[config.mk]
export PLATFORM = sky130hd
export DESIGN_NAME = retire_trace_buf
export DESIGN_NICKNAME = d
export VERILOG_FILES = /design/src/rtl/trace_pkg.sv /design/src/rtl/trace_pend_match.sv /design/src/rtl/retire_trace_buf.sv
export SDC_FILE = /design/constraint.sdc
export NUM_CORES = 2
export LEC_CHECK = 0
export CORE_ASPECT_RATIO = 0.8
export CORE_MARGIN = 4
export CORE_UTILIZATION = 32
export CTS_CLUSTER_DIAMETER = 80
export DETAILED_ROUTE_END_ITERATION = 16
export GPL_TIMING_DRIVEN = 0
export PLACE_DENSITY = 0.5
export SETUP_SLACK_MARGIN = 0.1
export SKIP_CTS_REPAIR_TIMING = 1
export SYNTH_ARGS = -nofsm -noshare
export SYNTH_HDL_FRONTEND = slang
export SYNTH_SLANG_ARGS = --single-unit
[constraint.sdc]
create_clock -name clk_i -period 7.43 [get_ports clk_i]
set_clock_uncertainty 0.2 [all_clocks]
set_input_delay 1.486 -clock clk_i [delete_from_list [all_inputs] [get_ports clk_i]]
set_output_delay 1.486 -clock clk_i [all_outputs]
set_load 0.1 [all_outputs]
[src/rtl/trace_pkg.sv]
// Shared types, constants and the store-data masking helper for the retire
// trace buffer.
package trace_pkg;

  // Number of rd address bits that name an architectural register.
  localparam int REG_AW = 5;

  // Bit positions inside the one-hot store/load width vectors.
  localparam int MEM_WEN_B = 0;
  localparam int MEM_WEN_H = 1;
  localparam int MEM_WEN_W = 2;

  // One complete retire record as handed to the register-status writer.
  typedef struct packed {
    logic [31:0]       pc;
    logic [REG_AW-1:0] rd_addr;
    logic [31:0]       rd_wdata;
    logic [2:0]        mem_wen;
    logic [31:0]       mem_waddr;
    logic [31:0]       mem_wdata;
    logic [31:0]       mem_raddr;
  } trace_rec_t;

  // Keep only the bytes a store actually writes; the narrowest width wins
  // when the core drives more than one width bit.
  function automatic logic [31:0] mask_store_data(input logic [2:0]  wen,
                                                  input logic [31:0] wdata);
    logic [31:0] res;
    res = '0;
    if (wen[MEM_WEN_B])      res = {24'd0, wdata[7:0]};
    else if (wen[MEM_WEN_H]) res = {16'd0, wdata[15:0]};
    else if (wen[MEM_WEN_W]) res = wdata;
    return res;
  endfunction

endpackage

[src/rtl/trace_pend_match.sv]
// Oldest-first search for a pending entry waiting on a given register.
// The scan starts at the buffer head so the first hit is the oldest entry;
// an optional excluded slot lets a second port skip the first port's pick.
module trace_pend_match
  import trace_pkg::*;
#(
  parameter int DEPTH = 8,
  localparam int PW = (DEPTH > 1) ? $clog2(DEPTH) : 1
) (
  input  logic                          en,
  input  logic [REG_AW-1:0]             addr,
  input  logic [DEPTH-1:0]              pend,
  input  logic [DEPTH-1:0][REG_AW-1:0]  rd_addrs,
  input  logic [PW-1:0]                 head,
  input  logic                          excl_en,
  input  logic [PW-1:0]                 excl_idx,
  output logic                          hit,
  output logic [PW-1:0]                 idx
);

  logic [PW-1:0] slot;

  // Walk slots in age order from the head and latch the first qualifying one.
  always_comb begin
    hit  = 1'b0;
    idx  = '0;
    slot = '0;
    for (int i = 0; i < DEPTH; i++) begin
      slot = head + PW'(i);
      if (!hit && en && pend[slot] && (rd_addrs[slot] == addr) &&
          !(excl_en && (slot == excl_idx))) begin
        hit = 1'b1;
        idx = slot;
      end
    end
  end

endmodule

[src/rtl/retire_trace_buf.sv]
// Retire trace collector: keeps retired instructions in program order, holds
// records whose rd value arrives on a late writeback port, and releases only
// complete records to the downstream writer over valid/ready.
module retire_trace_buf
  import trace_pkg::*;
#(
  parameter int DEPTH = 8,
  parameter int AW    = 7
) (
  input  logic             clk_i,
  input  logic             rstn_i,
  input  logic             ret_vld,
  output logic             ret_rdy,
  input  logic [31:0]      ret_pc,
  input  logic             ret_rd_en,
  input  logic [AW-1:0]    ret_rd_addr,
  input  logic [31:0]      ret_rd_wdata,
  input  logic             ret_rd_pend,
  input  logic [2:0]       ret_mem_ren,
  input  logic [31:0]      ret_mem_raddr,
  input  logic [2:0]       ret_mem_wen,
  input  logic [31:0]      ret_mem_waddr,
  input  logic [31:0]      ret_mem_wdata,
  input  logic             wrd_en1,
  input  logic [AW-1:0]    wrd_add1,
  input  logic [31:0]      wrd_data1,
  input  logic             wrd_en2,
  input  logic [AW-1:0]    wrd_add2,
  input  logic [31:0]      wrd_data2,
  output logic             out_vld,
  input  logic             out_rdy,
  output trace_rec_t       out_rec,
  output logic [31:0]      retired_cnt_o,
  output logic             ovf_o,
  output logic             orphan_o
);

  localparam int PW = $clog2(DEPTH);
  localparam int CW = PW + 1;
  localparam logic [CW-1:0] FULL_CNT = CW'(DEPTH);

  // Storage and control state.
  trace_rec_t                  entries [DEPTH];
  logic [DEPTH-1:0]            pend;
  logic [PW-1:0]               rd_ptr;
  logic [PW-1:0]               wr_ptr;
  logic [CW-1:0]               count;

  // Derived per-cycle signals.
  logic                        rd_valid;
  logic                        qual;
  logic                        full;
  logic                        push;
  logic                        pop;
  trace_rec_t                  new_rec;
  logic                        new_pend;
  logic [DEPTH-1:0][REG_AW-1:0] rd_addrs;
  logic                        wb1_en;
  logic                        wb2_en;
  logic                        hit1;
  logic                        hit2;
  logic [PW-1:0]               idx1;
  logic [PW-1:0]               idx2;

  // Only the low register bits of the core's rd addresses carry meaning.
  if (AW > REG_AW) begin : g_addr_hi
    logic unused_addr_hi;
    assign unused_addr_hi = ^{ret_rd_addr[AW-1:REG_AW], wrd_add1[AW-1:REG_AW],
                              wrd_add2[AW-1:REG_AW]};
  end

  assign rd_valid = ret_rd_en & (ret_rd_addr[REG_AW-1:0] != '0);
  assign qual     = ret_vld & (rd_valid | (ret_mem_wen != 3'b000));
  assign full     = (count == FULL_CNT);
  // A pop in the same cycle never frees a slot for a push into a full buffer.
  assign push     = qual & ~full;
  assign ret_rdy  = ~full;
  assign out_vld  = (count != '0) & ~pend[rd_ptr];
  assign out_rec  = entries[rd_ptr];
  assign pop      = out_vld & out_rdy;
  assign new_pend = ret_rd_pend & rd_valid;

  assign wb1_en   = wrd_en1 & (wrd_add1[REG_AW-1:0] != '0);
  assign wb2_en   = wrd_en2 & (wrd_add2[REG_AW-1:0] != '0);

  // Normalise the incoming retire event into a record.
  always_comb begin
    new_rec           = '0;
    new_rec.pc        = ret_pc;
    new_rec.mem_wen   = ret_mem_wen;
    new_rec.mem_wdata = mask_store_data(ret_mem_wen, ret_mem_wdata);
    if (rd_valid) begin
      new_rec.rd_addr  = ret_rd_addr[REG_AW-1:0];
      new_rec.rd_wdata = ret_rd_pend ? 32'd0 : ret_rd_wdata;
    end
    if (ret_mem_ren != 3'b000) new_rec.mem_raddr = ret_mem_raddr;
    if (ret_mem_wen != 3'b000) new_rec.mem_waddr = ret_mem_waddr;
  end

  // Flatten the stored rd addresses for the two search units.
  always_comb begin
    for (int i = 0; i < DEPTH; i++) begin
      rd_addrs[i] = entries[i].rd_addr;
    end
  end

  trace_pend_match #(.DEPTH(DEPTH)) u_match1 (
    .en       (wb1_en),
    .addr     (wrd_add1[REG_AW-1:0]),
    .pend     (pend),
    .rd_addrs (rd_addrs),
    .head     (rd_ptr),
    .excl_en  (1'b0),
    .excl_idx ('0),
    .hit      (hit1),
    .idx      (idx1)
  );

  // Port 2 skips whatever port 1 claimed so the pair resolves the two oldest.
  trace_pend_match #(.DEPTH(DEPTH)) u_match2 (
    .en       (wb2_en),
    .addr     (wrd_add2[REG_AW-1:0]),
    .pend     (pend),
    .rd_addrs (rd_addrs),
    .head     (rd_ptr),
    .excl_en  (hit1),
    .excl_idx (idx1),
    .hit      (hit2),
    .idx      (idx2)
  );

  // Pointers, occupancy, pop counter and sticky error flags.
  always_ff @(posedge clk_i or negedge rstn_i) begin
    if (!rstn_i) begin
      rd_ptr        <= '0;
      wr_ptr        <= '0;
      count         <= '0;
      retired_cnt_o <= '0;
      ovf_o         <= 1'b0;
      orphan_o      <= 1'b0;
    end else begin
      if (push) wr_ptr <= wr_ptr + 1'b1;
      if (pop) begin
        rd_ptr        <= rd_ptr + 1'b1;
        retired_cnt_o <= retired_cnt_o + 32'd1;
      end
      case ({push, pop})
        2'b10:   count <= count + 1'b1;
        2'b01:   count <= count - 1'b1;
        default: count <= count;
      endcase
      if (qual && full) ovf_o <= 1'b1;
      if ((wb1_en && !hit1) || (wb2_en && !hit2)) orphan_o <= 1'b1;
    end
  end

  // Record storage: new entries at the tail, late rd values patched in place.
  // Pushes land in an empty slot (pend=0), so they never collide with a match.
  always_ff @(posedge clk_i or negedge rstn_i) begin
    if (!rstn_i) begin
      for (int i = 0; i < DEPTH; i++) begin
        entries[i] <= '0;
      end
      pend <= '0;
    end else begin
      if (push) begin
        entries[wr_ptr] <= new_rec;
        pend[wr_ptr]    <= new_pend;
      end
      if (hit1) begin
        entries[idx1].rd_wdata <= wrd_data1;
        pend[idx1]             <= 1'b0;
      end
      if (hit2) begin
        entries[idx2].rd_wdata <= wrd_data2;
        pend[idx2]             <= 1'b0;
      end
    end
  end

endmodule
# ---- Yosys cells after proc, flatten, opt, wreduce, memory -nomap -nowiden
# Cells that the tools add are included.
dict set report classes {
  bitwise 19
  magnitude_cmp 21
  addsub 11
  n_eq_ne 27
  muxes 97
  reduce_logical 103
}
# op count
set op_table {}
lappend op_table {{$bwmux W1344} 3}
lappend op_table {{$mux W1344} 3}
lappend op_table {{$demux W168 S3} 3}
lappend op_table {{$bmux W168 S3} 1}
lappend op_table {{$mux W168} 3}
lappend op_table {{$mux W131} 2}
lappend op_table {{$mux W32} 6}
lappend op_table {{$bmux W5 S3} 8}
lappend op_table {{$eq A5 B5 Y1} 16}
lappend op_table {{$logic_and A1 B1 Y1} 71}
lappend op_table {{$mux W3} 16}
lappend op_table {{$lt A3 B4 Y1 const B} 11}
lappend op_table {{$mux W5} 8}
lappend op_table {{$mux W37} 1}
lappend op_table {{$add A32 B1 Y32 const B} 1}
lappend op_table {{$mux W1} 27}
lappend op_table {{$bmux W1 S3} 8}
lappend op_table {{$eq A3 B3 Y1} 8}
lappend op_table {{$logic_not A1 Y1} 24}
lappend op_table {{$mux W8} 3}
lappend op_table {{$and A8 B8 Y8} 2}
lappend op_table {{$ge A4 B4 Y1 const B} 4}
lappend op_table {{$not A3 Y4} 4}
lappend op_table {{$not A8 Y8} 2}
lappend op_table {{21 further kinds} 43}
dict set report totals {
  out_inout_bits 204
  wordCells 341
  input_bits 259
  regBits 1396
}

# ---- Longest topological paths before layout
dict set report logic_depth {
  word_depth 94
  ltp_mapped 26
  depth_no_buf 14
}

# ---- By module
# Synthesis repeated with hierarchy kept, for this count alone.
dict set report unflattened {
  hier_cells 6240
  hier_area_um2 71526.1
}
# mod area_each_um2 instances cells_each seq_area_each_um2
set modules_own_cells {}
lappend modules_own_cells {retire_trace_buf 64401.8 1 5536 34933.5}
lappend modules_own_cells {trace_pend_match 3562.2 2 352 0.0}

# ---- Worst setup path after synthesis
# Ideal clock, no wire load.
dict set report synth_timing {
  path_kind {reg-to-reg}
  start {register rd_ptr[0]}
  end {register retired_cnt_o[29]}
  t_required_ps 7072
  setup_time_ps 158
  path_buffers 2
  slack_ps 1361
  period_less_slack_ps 6069
  stages_incl_launch_ff 16
  t_arrival_ps 5711
  cell_sequence {dfrtp_1 buf_6 buf_8 mux4_2 mux2i_1 a21boi_0 nand2_1 clkinv_1 nand4_1 nor2_1 and2_1 nor2b_1 nand2_1 nor2_1 nand3_1 xnor2_1}
}
dict set report synth_between {
  elab_chain_cells 5
}
# item line_no
set synth_rtl {}
lappend synth_rtl {{from (decl)} retire_trace_buf.sv:45} ;# logic [PW-1:0] rd_ptr;
lappend synth_rtl {{from (signal assigned)} retire_trace_buf.sv:144} ;# rd_ptr <= rd_ptr + 1'b1;
lappend synth_rtl {{$bmux W1 S3} retire_trace_buf.sv:78} ;# assign out_vld = (count != '0) & ~pend[rd_ptr];
lappend synth_rtl {{$mux W1 (implied by the code)} retire_trace_buf.sv:78}
lappend synth_rtl {{$not A1 Y1} retire_trace_buf.sv:78}
lappend synth_rtl {{$and A1 B1 Y1} retire_trace_buf.sv:78}
lappend synth_rtl {{via out_vld} retire_trace_buf.sv:30} ;# output logic out_vld,
lappend synth_rtl {{$and A1 B1 Y1} retire_trace_buf.sv:80} ;# assign pop = out_vld & out_rdy;
lappend synth_rtl {{via pop} retire_trace_buf.sv:54} ;# logic pop;
lappend synth_rtl {{to (signal assigned)} retire_trace_buf.sv:145} ;# retired_cnt_o <= retired_cnt_o + 32'd1;
lappend synth_rtl {{to (decl)} retire_trace_buf.sv:33} ;# output logic [31:0] retired_cnt_o,
# The timed path passes the listed nets, and every way through them passes these cells. The select of a mux whose other input is x is not followed.
# A chain may end at the register's enable or synchronous reset.

==> qor.yml <==
detailed_routing:
  vias: 53218
  final_antenna_net_count: 0
  route.met2.wl_mm: 124
  wire_per_inst_um: 28.9
  drt-initial-drc-count: 5041
  dr_wl_met3_mm: 22.3
  viasPerCell: 5.51
  top_layer_used: "met5"
  finalWirelength_mm: 279
  dr.pass1.iters: 7
  drc: 0
  wl_met1_mm: 122
hold_path:
  hold_depth: 2
  hold_class: "reg -> reg"
place:
  dpl_cell_area_um2: 78200
  dp_hpwl_mm: 192
  place_congestion: 0.905
  numPortBuffers: 449
  preCtsSetupSlack_ns: -1.59
pwr:
  cellPowerDensity_nw_per_um2: 544
  vdd_drop_max_mv: 0.705
  p_leak_nw: 37.2
die:
  row_count: 153
  core_um2: 217000
  dieArea_um2: 226000
  ios: 463
  die_y_um: 426
  die_w_um: 530
  initial_core_util: 0.321
yosys:
  yosysSeqAreaShare: 0.500
  synthFlopType: "dfrtp_1"
  syn-num-nets: 6286
  avgSynthCellArea_um2: 11.6
  synthArstFlopShare: 1.00
  ys_ff_latch: 1396
  yosysUniqueCellTypes: 86
  synthTopCellsByArea: "dfrtp_1, mux2_2, mux4_2"
  syn_area_um2: 69800
  synth_edf_count: 0
  synth_cells: 6019
  synth_top_area_share: 0.500
  yosysTopAreaCell: "dfrtp_1"
  synth_warnings: 0
critical_path:
  cp_max_fo: 10
  cpMaxStageDelayCell: "clkbuf_1"
  cp.required_ns: 5.74
  critPathKind: "reg -> out"
  endpoint_kind: "primary output"
  crit_arrival_ns: 5.58
  critical_path.max_stage_delay_ns: 0.90
  r2r_cells: 25
  cp_cell_sequence: "buf_2, buf_2, clkbuf_1, clkbuf_2, clkbuf_1, mux4_2, mux2_2, dlymetal6s2s_1"
  start_kind: "flip-flop"
sta:
  period_share: 0.978
  finalMaxSlewViolations: 0
  fmax_mhz: 138
  fin_ws_ns: 0.164
  worst_pin_slew_ns: 1.45
  hold_slack_ns: 0.274
  timing.slew.headroom: 0.0352
  rsz0062_at_grt: "true"
  setup_viol: 0
  period_minus_slack_ns: 7.27
  hold_violations: 0
cts:
  clk_latency_ns: 0.80
  cts_sinks: 1396
  clockBufferDepth: 3
  htree_num_levels: 4
  clk_pin_slew_ns: 0.06
  cts_root_buffer: "clkbuf_16"
  tritoncts: "built"
  cts_made_buffers: 160
global_routing:
  grt_pass1_vias: 53346
  antenna_found_initial: 38
  gr-total-overflow: 0
  grt_usage: 0.243
  grt_first_pass_wirelength_mm: 399
  grt_max_degree: 181
finish:
  drive_gt1_frac: 0.267
  layout.cells.most_common: "dfrtp_1"
  fin_nets: 6916
  areaGrowthSynthToFinish_pct: 19.9
  final_cell_area_um2: 83700
  final.fill_count: 21055
  layout_common_cells: "dfrtp_1, nand2_1, o21ai_0, mux2_2, mux4_2"
job:
  max_cap_violations: 0
run_status:
  outcome: "finished clean"
## cells by family (layout without fill, tap and decap cells)
| kind of cell | count (synthesis) | count (layout) | synth area share |
|---|---|---|---|
| xor gates and xnor gates | 127 | 127 | 0.0163 |
| buffers and inverters | 486 | 1235 | 0.0284 |
| and+or+nand+nor | 1462 | 1462 | 0.0850 |
| adders and majority gates | 8 | 8 | 0.00154 |
| muxes | 1387 | 1387 | 0.283 |
| other | 0 | 20 | 0 |
| AOI/OAI and AO/OA | 1153 | 1153 | 0.0855 |
| DFF | 1396 | 1396 | 0.500 |
## stage by stage
| stage | util | std cells | setup TNS [ns] | power, mW |
|---|---|---|---|---|
| 5_1_grt | 0.385 | 9646 | 0 | 47.7 |
| 4_1_cts | 0.385 | 9626 | -301.19 | 46.2 |
| 6_report | 0.385 | 9655 | 0 | 45.5 |
| 2_1_floorplan | - | 6019 | 0 | 30.3 |
| 3_3_place_gp | 0.359 | 9335 | - | 37.8 |
| 3_5_place_dp | 0.360 | 9345 | -640.89 | 37.9 |
## layout make-up
class,count,area [um^2],share of cell area
Antenna cell,20,50.0,0.000598
Buffer,462,2090,0.0250
Multi-Input combinational cell,4137,33000,0.394
Clock buffer,231,4600,0.0550
Sequential cell,1396,34900,0.417
Tap cell,2867,3590,0.0428
Inverter,21,78.8,0.000942
Clock inverter,50,736,0.00879
Timing Repair Buffer,471,4650,0.0555
## critical path, delay by kind of cell, from the launching register on
family,cells,cell delay [ns]
buffers and inverters,6,3.79
DFF,1,0.37
muxes,2,0.59
## synth_stat cells (all sizes together), types with 15 or more instances
| library cell | instances |
|---|---|
| a21oi | 15 |
| clkbuf | 338 |
| buf | 127 |
| mux2i | 66 |
| mux4 | 364 |
| nor2 | 36 |
| dfrtp | 1396 |
| nor3 | 15 |
| mux2 | 957 |
| xnor2 | 57 |
| inv | 19 |
| nand3 | 50 |
| o21ai | 1093 |
| nand4 | 24 |
| nand2 | 1268 |
| xor2 | 70 |
## layer usage
metal / global-route usage / vias to the layer above
met4: 0.0842 / 24
li1: - / 22770
met3: 0.0582 / 453
met5: 0.00688 / -
met1: 0.343 / 27946
met2: 0.364 / 2025
## report_power, final
group / internal, mW / switching, mW
registers: 10.9 / 1.75
logic: 8.41 / 16.3
clock network: 4.71 / 3.45
## worst paths after layout
kind	startpoint	end	slack, ns
worst max-delay path	rd_ptr[1]$_DFFE_PN0P_	out_rec[113]	0.16
worst min register to register	flip-flop	flip-flop	0.27
min in group asynchronous	rstn_i	async pin	0.32
worst max register to register	rd_ptr[0]$_DFFE_PN0P_	entries[466]$_DFF_PN0_	0.25
max in group asynchronous	rstn_i	async pin	3.42
worst min-delay path	flip-flop	flip-flop	0.27
Power figures use the tool's default switching activity.
